File: src/rtl/eq_pkg.sv
// Shared equalizer constants, mixer state encoding and width helpers.
package eq_pkg;

  localparam int unsigned N_BANDS  = 8;
  localparam int unsigned SAMPLE_W = 16;
  localparam int unsigned GAIN_MAX = 3;
  localparam int unsigned AMP_W    = 18;

  typedef enum logic [1:0] {
    MIX_IDLE  = 2'd0,
    MIX_ACCUM = 2'd1,
    MIX_DONE  = 2'd2
  } mix_state_e;

  function automatic int unsigned clog2(input int unsigned value);
    int unsigned result;
    result = 0;
    for (int unsigned v = 1; v < value; v = v << 1) begin
      result = result + 1;
    end
    return result;
  endfunction

endpackage

File: src/rtl/sat_trunc.sv
// Combinational signed saturation from IN_W down to OUT_W with a clip flag.
module sat_trunc #(
  parameter int unsigned IN_W  = 21,
  parameter int unsigned OUT_W = 16
) (
  input  logic [IN_W-1:0]  din_i,
  output logic [OUT_W-1:0] dout_o,
  output logic             clip_o
);

  generate
    if (IN_W > OUT_W) begin : g_sat
      // In range exactly when every bit from the output sign bit upward agrees.
      logic [IN_W-OUT_W:0] top_bits;
      assign top_bits = din_i[IN_W-1:OUT_W-1];

      always_comb begin
        clip_o = !((top_bits == '0) || (top_bits == '1));
        if (clip_o) begin
          dout_o = din_i[IN_W-1] ? {1'b1, {(OUT_W-1){1'b0}}}
                                 : {1'b0, {(OUT_W-1){1'b1}}};
        end else begin
          dout_o = din_i[OUT_W-1:0];
        end
      end
    end else begin : g_ext
      assign dout_o = OUT_W'($signed(din_i));
      assign clip_o = 1'b0;
    end
  endgenerate

endmodule

File: src/rtl/band_mixer.sv
// Serially sums one frame of amplified band samples, scales by SHIFT and
// saturates to the output width, presented on a valid/ready handshake.
module band_mixer #(
  parameter int unsigned N_BANDS = eq_pkg::N_BANDS,
  parameter int unsigned IN_W    = eq_pkg::AMP_W,
  parameter int unsigned OUT_W   = eq_pkg::SAMPLE_W,
  parameter int unsigned SHIFT   = eq_pkg::clog2(eq_pkg::N_BANDS)
) (
  input  logic                    clk,
  input  logic                    rst,
  input  logic                    in_valid,
  output logic                    in_ready,
  input  logic [N_BANDS*IN_W-1:0] bands,
  output logic                    out_valid,
  input  logic                    out_ready,
  output logic [OUT_W-1:0]        out_sample,
  output logic                    clip
);

  import eq_pkg::*;

  localparam int unsigned IDX_W = clog2(N_BANDS);
  localparam int unsigned ACC_W = IN_W + IDX_W;
  localparam logic [IDX_W-1:0] LAST_IDX = IDX_W'(N_BANDS - 1);

  mix_state_e                state_q, state_d;
  logic [N_BANDS*IN_W-1:0]   frame_q, frame_d;
  logic signed [ACC_W-1:0]   acc_q, acc_d;
  logic [IDX_W-1:0]          idx_q, idx_d;
  logic [OUT_W-1:0]          sample_q, sample_d;
  logic                      clip_q, clip_d;
  logic                      out_valid_q, out_valid_d;
  logic                      in_ready_q, in_ready_d;

  logic [IN_W-1:0]           band_cur;
  logic signed [ACC_W-1:0]   band_sext;
  logic signed [ACC_W-1:0]   total_s;
  logic signed [ACC_W-1:0]   scaled_s;
  logic [OUT_W-1:0]          sat_val;
  logic                      sat_clip;

  assign band_cur  = frame_q[idx_q*IN_W +: IN_W];
  assign band_sext = {{(ACC_W-IN_W){band_cur[IN_W-1]}}, band_cur};
  assign total_s   = acc_q + band_sext;
  assign scaled_s  = total_s >>> SHIFT;

  sat_trunc #(
    .IN_W  (ACC_W),
    .OUT_W (OUT_W)
  ) u_sat (
    .din_i  (scaled_s),
    .dout_o (sat_val),
    .clip_o (sat_clip)
  );

  always_comb begin
    state_d     = state_q;
    frame_d     = frame_q;
    acc_d       = acc_q;
    idx_d       = idx_q;
    sample_d    = sample_q;
    clip_d      = clip_q;
    out_valid_d = out_valid_q;
    in_ready_d  = in_ready_q;

    unique case (state_q)
      MIX_IDLE: begin
        if (in_valid && in_ready_q) begin
          frame_d    = bands;
          acc_d      = '0;
          idx_d      = '0;
          in_ready_d = 1'b0;
          state_d    = MIX_ACCUM;
        end
      end
      MIX_ACCUM: begin
        acc_d = total_s;
        idx_d = idx_q + 1'b1;
        // Last band: the final sum is scaled and saturated in the same cycle.
        if (idx_q == LAST_IDX) begin
          sample_d    = sat_val;
          clip_d      = sat_clip;
          out_valid_d = 1'b1;
          state_d     = MIX_DONE;
        end
      end
      MIX_DONE: begin
        if (out_ready) begin
          out_valid_d = 1'b0;
          in_ready_d  = 1'b1;
          state_d     = MIX_IDLE;
        end
      end
      default: begin
        out_valid_d = 1'b0;
        in_ready_d  = 1'b1;
        state_d     = MIX_IDLE;
      end
    endcase
  end

  always_ff @(posedge clk) begin
    if (!rst) begin
      state_q     <= MIX_IDLE;
      frame_q     <= '0;
      acc_q       <= '0;
      idx_q       <= '0;
      sample_q    <= '0;
      clip_q      <= 1'b0;
      out_valid_q <= 1'b0;
      in_ready_q  <= 1'b1;
    end else begin
      state_q     <= state_d;
      frame_q     <= frame_d;
      acc_q       <= acc_d;
      idx_q       <= idx_d;
      sample_q    <= sample_d;
      clip_q      <= clip_d;
      out_valid_q <= out_valid_d;
      in_ready_q  <= in_ready_d;
    end
  end

  assign in_ready   = in_ready_q;
  assign out_valid  = out_valid_q;
  assign out_sample = sample_q;
  assign clip       = clip_q;

endmodule

File: config.mk
export PLATFORM = sky130hd
export DESIGN_NAME = band_mixer
export DESIGN_NICKNAME = d
export VERILOG_FILES = /design/src/rtl/eq_pkg.sv /design/src/rtl/sat_trunc.sv /design/src/rtl/band_mixer.sv
export SDC_FILE = /design/constraint.sdc
export NUM_CORES = 1
export LEC_CHECK = 0
export ABC_AREA = 0
export CAP_MARGIN = 10
export CORE_AREA = 2 2 189 117
export DETAILED_ROUTE_END_ITERATION = 16
export DIE_AREA = 0 0 191 119
export PLACE_DENSITY_LB_ADDON = 0.15
export SLEW_MARGIN = 40
export SYNTH_ARGS = -nofsm -noshare
export SYNTH_HDL_FRONTEND = slang
export SYNTH_SLANG_ARGS = --single-unit
File: constraint.sdc
create_clock -name clk -period 6 [get_ports clk]
set_input_delay 1.5 -clock clk [delete_from_list [all_inputs] [get_ports clk]]
set_output_delay 1.5 -clock clk [all_outputs]
set_load 0.01 [all_outputs]
==> results.yml, run 1 <==
cts:
  cts.sinks: 189
  cts_buffers: 17
  cts_tree: "built"
  cts_hold_buffers: 0
  cts-root-buf: "clkbuf_16"
  path_clk_slew_ns: 0.07
  cts.repair.resized: 0
  post_cts.repair.setup_buffers: 0
  cts_buffer_depth: 2
  clock_latency_ns: 0.44
  h-tree-depth: 4
synthesis:
  synth_top_family_by_area: "compound AO/OA/AOI/OAI gates"
  ys_seq_area_share_pct: 40.8
  synth-edff-count: 0
  ys_async_sr_fraction_pct: 0
  synth_fa_ha_area_share_pct: 3.19
  synth_fp_nets: 1216
  synth_flop_cell: "dfxtp_1"
  synthXorXnorAreaFrac_pct: 1.77
  syn_inst: 1045
  synth_simple_gate_area_share_pct: 18.1
  yosys.cell_types.count: 60
  avgSynthCellArea_sq_um: 8.87
  ys_ff_latch: 189
  synth-compound-area-share_pct: 21.5
  yosys_warnings: 0
  synth_mux_area_share_pct: 10.9
  syn_area_sq_um: 9270
routing:
  first_pass_iters: 4
  final_antenna_net_count: 0
  routed_wl_microns: 26000
  drt-initial-drc-count: 535
  avgRoutedWirePerCell_microns: 17.8
  route.vias.total: 7766
  drcViolationCount: 0
  routed_via_density: 5.31
pwr:
  power.total_mw: 3.04
  clock_power_share_pct: 39.5
  power_switching_uw: 783
  intPower_mw: 2.26
  p_comb_share_pct: 15.6
  sw_frac_of_total_pct: 25.7
  leakage_nw: 4.25
  pwr-share-seq_pct: 44.9
  cellPowerDensity_nw_per_um2: 259
  ir_drop_mv: 0.199
sta:
  fin_crit_ns: 4.36
  finalCritPeriodShare_pct: 72.6
  worstMarginPinSlew_ns: 0.798
  rsz0062_at_grt: "false"
  clock_skew_ns: 0.0100
  setup_viol: 0
  hold_violations: 0
  final-max-slew-violation-count: 0
  hold_ws_ns: 0.462
  finalSetupTns_ns: 0
  max_freq_mhz: 229
  relSlewSlack_pct: 46.8
worst_setup_path:
  cp_slowest_cell: "dfxtp_2"
  cp.required_ns: 6.32
  crit_fanout: 20
  crit_chain: "buf_12 -> mux4_2 -> mux2_2 -> ha_1 -> inv_1 -> fa_1 -> nor2b_1 -> o31a_1 -> o2111ai_2 -> a211oi_2 -> o22ai_4 -> xor2_2 -> o31ai_1 -> a221o_1"
  endpoint_kind: "flip-flop"
  startpoint_type: "flip-flop"
  slowest_delay_ns: 0.76
  worst-endpoint-arrival_ns: 4.68
  crit_type: "flip-flop to flip-flop"
grt:
  grt_antenna_before_repair: 2
  grt_max_degree: 131
  grt_pass1_vias: 7289
  grt_util_all_layers_pct: 23.6
  grt-ovfl-total: 0
  grt_pass1_wl_microns: 41100
die:
  initial_utilization_pct: 43.5
  rows: 42
  io_pins: 167
  die_w_microns: 191
  core_area_sq_um: 21300
  fp.dieH_microns: 119
  die-area_sq_um: 22700
final_layout:
  area_growth_pct: 26.6
  layout-drive-gt1-share_pct: 9.10
  n_antenna_cell: 0
  final_nets: 1334
placed_design:
  place_hpwl_microns: 18200
  gp_congestion: 0.874
  portBuffers: 166
status:
  outcome: "complete, no violations"
job:
  maxCapViolCount: 0
min_path:
  hp-class: "flip-flop to flip-flop"
-- cells by family (layout without fill, tap and decap cells) --
kind of cell	Yosys count	count (layout)
AO/OA/AOI/OAI	272	272
XOR/XNOR	17	17
adder cells (fa/ha/maj)	23	23
buffers and inverters	86	217
flip-flops	189	189
multiplexers	54	54
AND/OR/NAND/NOR	404	404
-- cells in the mapped netlist, types with 4 or more instances --
cell,n,area share (%)
o31ai_1,8,0.65
xnor2_1,9,0.85
o21ai_0,32,1.7
nor2_1,15,0.61
a21o_1,8,0.65
ha_1,22,3.0
nor3_1,4,0.22
inv_1,10,0.41
mux2_2,16,1.9
and2_1,19,1.3
dfxtp_1,189,41
o211ai_1,6,0.49
a21oi_1,18,0.97
xor2_1,6,0.57
nand2_1,315,13
a21boi_0,156,13
a221o_1,8,0.86
nand3_1,28,1.5
mux4_2,36,8.7
o21a_1,4,0.32
clkbuf_1,62,2.5
a31oi_1,9,0.61
nand2b_1,4,0.27
buf_1,9,0.36
-- area by class of cell --
class	instances	area (sq um)
clock inverters	10	163
flip-flops and latches	189	3790
well taps	286	358
inverters	10	37.5
repair buffers	175	1780
fillers	1958	9550
multi-input cells	770	5160
clock buffers	22	454
-- cell usage in the layout, fill, tap and decap left out, drive strengths merged, types with 7 or more instances in the layout --
| cell type | n |
|---|---|
| a21boi | 156 |
| a21o | 8 |
| a21oi | 18 |
| a221o | 8 |
| a31oi | 9 |
| and2 | 19 |
| buf | 10 |
| clkbuf | 22 |
| clkdlybuf4s50 | 165 |
| dfxtp | 189 |
| ha | 22 |
| inv | 11 |
| mux2 | 16 |
| mux4 | 36 |
| nand2 | 315 |
| nand3 | 29 |
| nor2 | 15 |
| o21ai | 34 |
| o31ai | 8 |
| xnor2 | 10 |
| xor2 | 7 |
-- final timing paths --
path | slack (ns) | to | cells after the start | start
worst min register to register | 0.46 | frame_q[59]$_SDFFE_PN0P_ | 2 | frame_q[59]$_SDFFE_PN0P_
worst min-delay path | 0.46 | frame_q[59]$_SDFFE_PN0P_ | 2 | frame_q[59]$_SDFFE_PN0P_
worst max-delay path | 1.64 | out_sample[11]$_SDFFE_PN0P_ | 14 | idx_q[1]$_SDFFE_PN0P_
worst max register to register | 1.64 | out_sample[11]$_SDFFE_PN0P_ | 14 | idx_q[1]$_SDFFE_PN0P_
-- flip-flops by register name, summed over array words and instances (netlist names) --
register    cells
frame_q       144
clip            1
out_valid       1
in_ready        1
state_q         2
idx_q           3
acc_q          21
out_sample     16
-- power groups by stage --
| stage | Clock, mW | Sequential, mW | Combinational [mW] |
|---|---|---|---|
| floorplan | 0 | 1.38 | 0.279 |
| global placement | 0 | 1.39 | 0.470 |
| detailed placement | 0 | 1.39 | 0.474 |
| CTS | 1.22 | 1.37 | 0.476 |
| global route | 1.27 | 1.37 | 0.523 |
| finish | 1.20 | 1.37 | 0.474 |
-- layer usage --
layer	part of all wire, %	vias up	wire, microns	global-route usage, %
li1	-	3880	-	-
met1	52	3648	13500	36.1
met2	39	216	10200	31.3
met3	7.7	22	1990	7.19
met4	1.4	0	374	6.25
met5	0	-	0	0
-- worst max-delay path: cells and delay by family, from the launching register on --
kind / cells / cell delay, ns
multiplexers: 2 / 0.35
XOR/XNOR: 1 / 0.45
buffers and inverters: 2 / 0.34
AND/OR/NAND/NOR: 1 / 0.21
flip-flops: 1 / 0.76
adder cells (fa/ha/maj): 2 / 0.58
AO/OA/AOI/OAI: 6 / 1.51
-- metrics by stage --
| stage | instance area [sq um] | utilization [%] | setup slack [ns] | instances |
|---|---|---|---|---|
| after floorplan | 9270 | - | 1.82 | 1045 |
| after global placement | 11100 | 52.2 | 1.75 | 1430 |
| after detailed placement | 11100 | 52.2 | 1.69 | 1430 |
| after CTS | 11700 | 55.1 | 1.67 | 1462 |
| after global routing | 11700 | 55.1 | 1.37 | 1462 |
| final | 11700 | 55.1 | 1.64 | 1462 |
No activity file was read; power rests on OpenSTA's default activity.
==> run 2: changes to the inputs <==
==> constraint.sdc (replaced) <==
create_clock -name clk -period 4.5 [get_ports clk]
set_input_delay 1.125 -clock clk [delete_from_list [all_inputs] [get_ports clk]]
set_output_delay 1.125 -clock clk [all_outputs]
set_load 0.01 [all_outputs]
==> run 2 against run 1 <==
- cell count up 0.34%
- worst hold slack worse by 0.0019 ns
- highest routed layer unchanged
- non-clock buffer count up 5
- cell area up 0.25%
- first-iteration DRC count up 19%
==> results.yml, run 2 (synthesis gave the netlist of run 1 again) <==
sta:
  fin_crit_ns: 4.07
  finalCritPeriodShare_pct: 90.4
  setup_viol: 0
  final-max-slew-violation-count: 0
  finalSetupTns_ns: 0
  hold_ws_ns: 0.460
  relSlewSlack_pct: 53.3
  hold_violations: 0
  worstMarginPinSlew_ns: 0.700
  rsz0062_at_grt: "false"
  clock_skew_ns: 0.0144
  max_freq_mhz: 246
final_layout:
  layout_common_cells: "315 x nand2_1, 187 x dfxtp_1, 165 x clkdlybuf4s50_1, 156 x a21boi_0, 36 x mux4_2"
  regMostFlops: "frame_q"
  n_antenna_cell: 0
  multi_input_area_sq_um: 5150
  area_growth_pct: 27.0
  final_common_cell: "nand2_1"
  fill_cells: 1959
  layout-drive-gt1-share_pct: 9.74
  postLayoutCellArea_sq_um: 11800
  seq_area_sq_um: 3790
  final_nets: 1339
  largest_register_ffs: 144
  post-route-util_pct: 55.3
placed_design:
  placed_area_sq_um: 11200
  place_hpwl_microns: 18500
  gp_congestion: 0.904
  portBuffers: 166
routing:
  avgRoutedWirePerCell_microns: 17.3
  routed_via_density: 5.29
  route.vias.total: 7760
  drt-initial-drc-count: 639
  first_pass_iters: 9
  drcViolationCount: 0
  routed_wl_microns: 25400
  final_antenna_net_count: 0
worst_setup_path:
  crit_fanout: 15
  crit_path_start: "idx_q[0]$_SDFFE_PN0P_"
  slowest_delay_ns: 0.55
  cp_slowest_cell: "mux4_2"
  worst-path-buf-inv: 2
  startpoint_type: "flip-flop"
  reg2reg_slack_ns: 0.43
  endpoint_kind: "flip-flop"
  worst-endpoint-arrival_ns: 4.38
  cp.required_ns: 4.82
  r2r_start: "idx_q[0]$_SDFFE_PN0P_"
  crit_type: "flip-flop to flip-flop"
  critical_path.top_delay_family: "compound AO/OA/AOI/OAI gates"
  crit_chain: "buf_4 -> mux4_2 -> mux2_2 -> ha_1 -> inv_1 -> fa_1 -> nor2b_1 -> o31a_1 -> o2111ai_2 -> a211oi_2 -> o22ai_4 -> xor2_2 -> o31ai_1 -> a221o_1"
grt:
  grt_max_degree: 151
  grt_antenna_before_repair: 1
  grt-ovfl-total: 0
  grt_pass1_wl_microns: 40700
  grt_util_all_layers_pct: 23.1
  grt_pass1_vias: 7416
min_path:
  hold_start: "frame_q[135]$_SDFFE_PN0P_"
  hp-class: "flip-flop to flip-flop"
die:
  rows: 42
  die_w_microns: 191
  io_pins: 167
  core_area_sq_um: 21300
  fp.dieH_microns: 119
  initial_utilization_pct: 43.5
  die-area_sq_um: 22700
pwr:
  ir_drop_mv: 0.267
  cellPowerDensity_nw_per_um2: 340
  leakage_nw: 4.27
status:
  outcome: "complete, no violations"
job:
  maxCapViolCount: 0
cts:
  h-tree-depth: 4
  cts.repair.resized: 0
  cts_tree: "built"
  cts-root-buf: "clkbuf_16"
  cts_buffers: 17
  clock_latency_ns: 0.44
  cts_hold_buffers: 0
  path_clk_slew_ns: 0.07
  cts.sinks: 189
  cts_buffer_depth: 2
  post_cts.repair.setup_buffers: 0
-- run 2: tightest hold or removal path, stage by stage (launching register included) --
cell      delay [ns]
dfxtp_1         0.31
nand2_1         0.04
a21boi_0        0.06
-- run 2: cell type report --
class	instances	share of cell area, %
Multi-Input combinational cell	770	43.8
Clock inverter	14	1.38
Sequential cell	189	32.2
Tap cell	286	3.04
Timing Repair Buffer	180	15.5
Clock buffer	18	3.73
Inverter	10	0.319
-- run 2: routing by layer --
metal	share of wire, %	global-route usage (%)	vias up
met1	52	36.1	3652
li1	-	-	3886
met2	40	31.4	205
met4	0.92	5.72	0
met3	6.9	5.54	17
met5	0	0	-
-- run 2: per-stage QoR --
stage	instances	setup slack [ns]	total power [mW]
2_1_floorplan	1045	0.320	2.21
3_3_place_gp	1435	0.489	2.49
3_5_place_dp	1435	0.448	2.49
4_1_cts	1467	0.441	4.03
5_1_grt	1467	0.189	4.17
6_report	1467	0.433	4.00
-- run 2: power by group --
| part | switching, mW | internal, mW | leakage [nW] |
|---|---|---|---|
| Clock | 0.695 | 0.847 | 0.289 |
| Combinational | 0.333 | 0.301 | 2.44 |
| Sequential | 0.0556 | 1.77 | 1.54 |
| Total | 1.08 | 2.91 | 4.27 |
-- run 2: final timing paths --
kind | endpoint | cells past startpoint
setup / recovery | out_sample[11]$_SDFFE_PN0P_ | 14
hold / removal | frame_q[135]$_SDFFE_PN0P_ | 2
setup reg to reg | out_sample[11]$_SDFFE_PN0P_ | 14
hold reg to reg | frame_q[135]$_SDFFE_PN0P_ | 2
==> run 3: changes to the inputs <==
--- a/config.mk
+++ b/config.mk
@@ -8,6 +8,7 @@
 export ABC_AREA = 0
 export CAP_MARGIN = 10
 export CORE_AREA = 2 2 189 117
+export CTS_CLUSTER_DIAMETER = 50
 export DETAILED_ROUTE_END_ITERATION = 16
 export DIE_AREA = 0 0 191 119
 export PLACE_DENSITY_LB_ADDON = 0.15
==> results of run 3 <==
No change in the layout: final DEF, timing and power equal those of run 2.
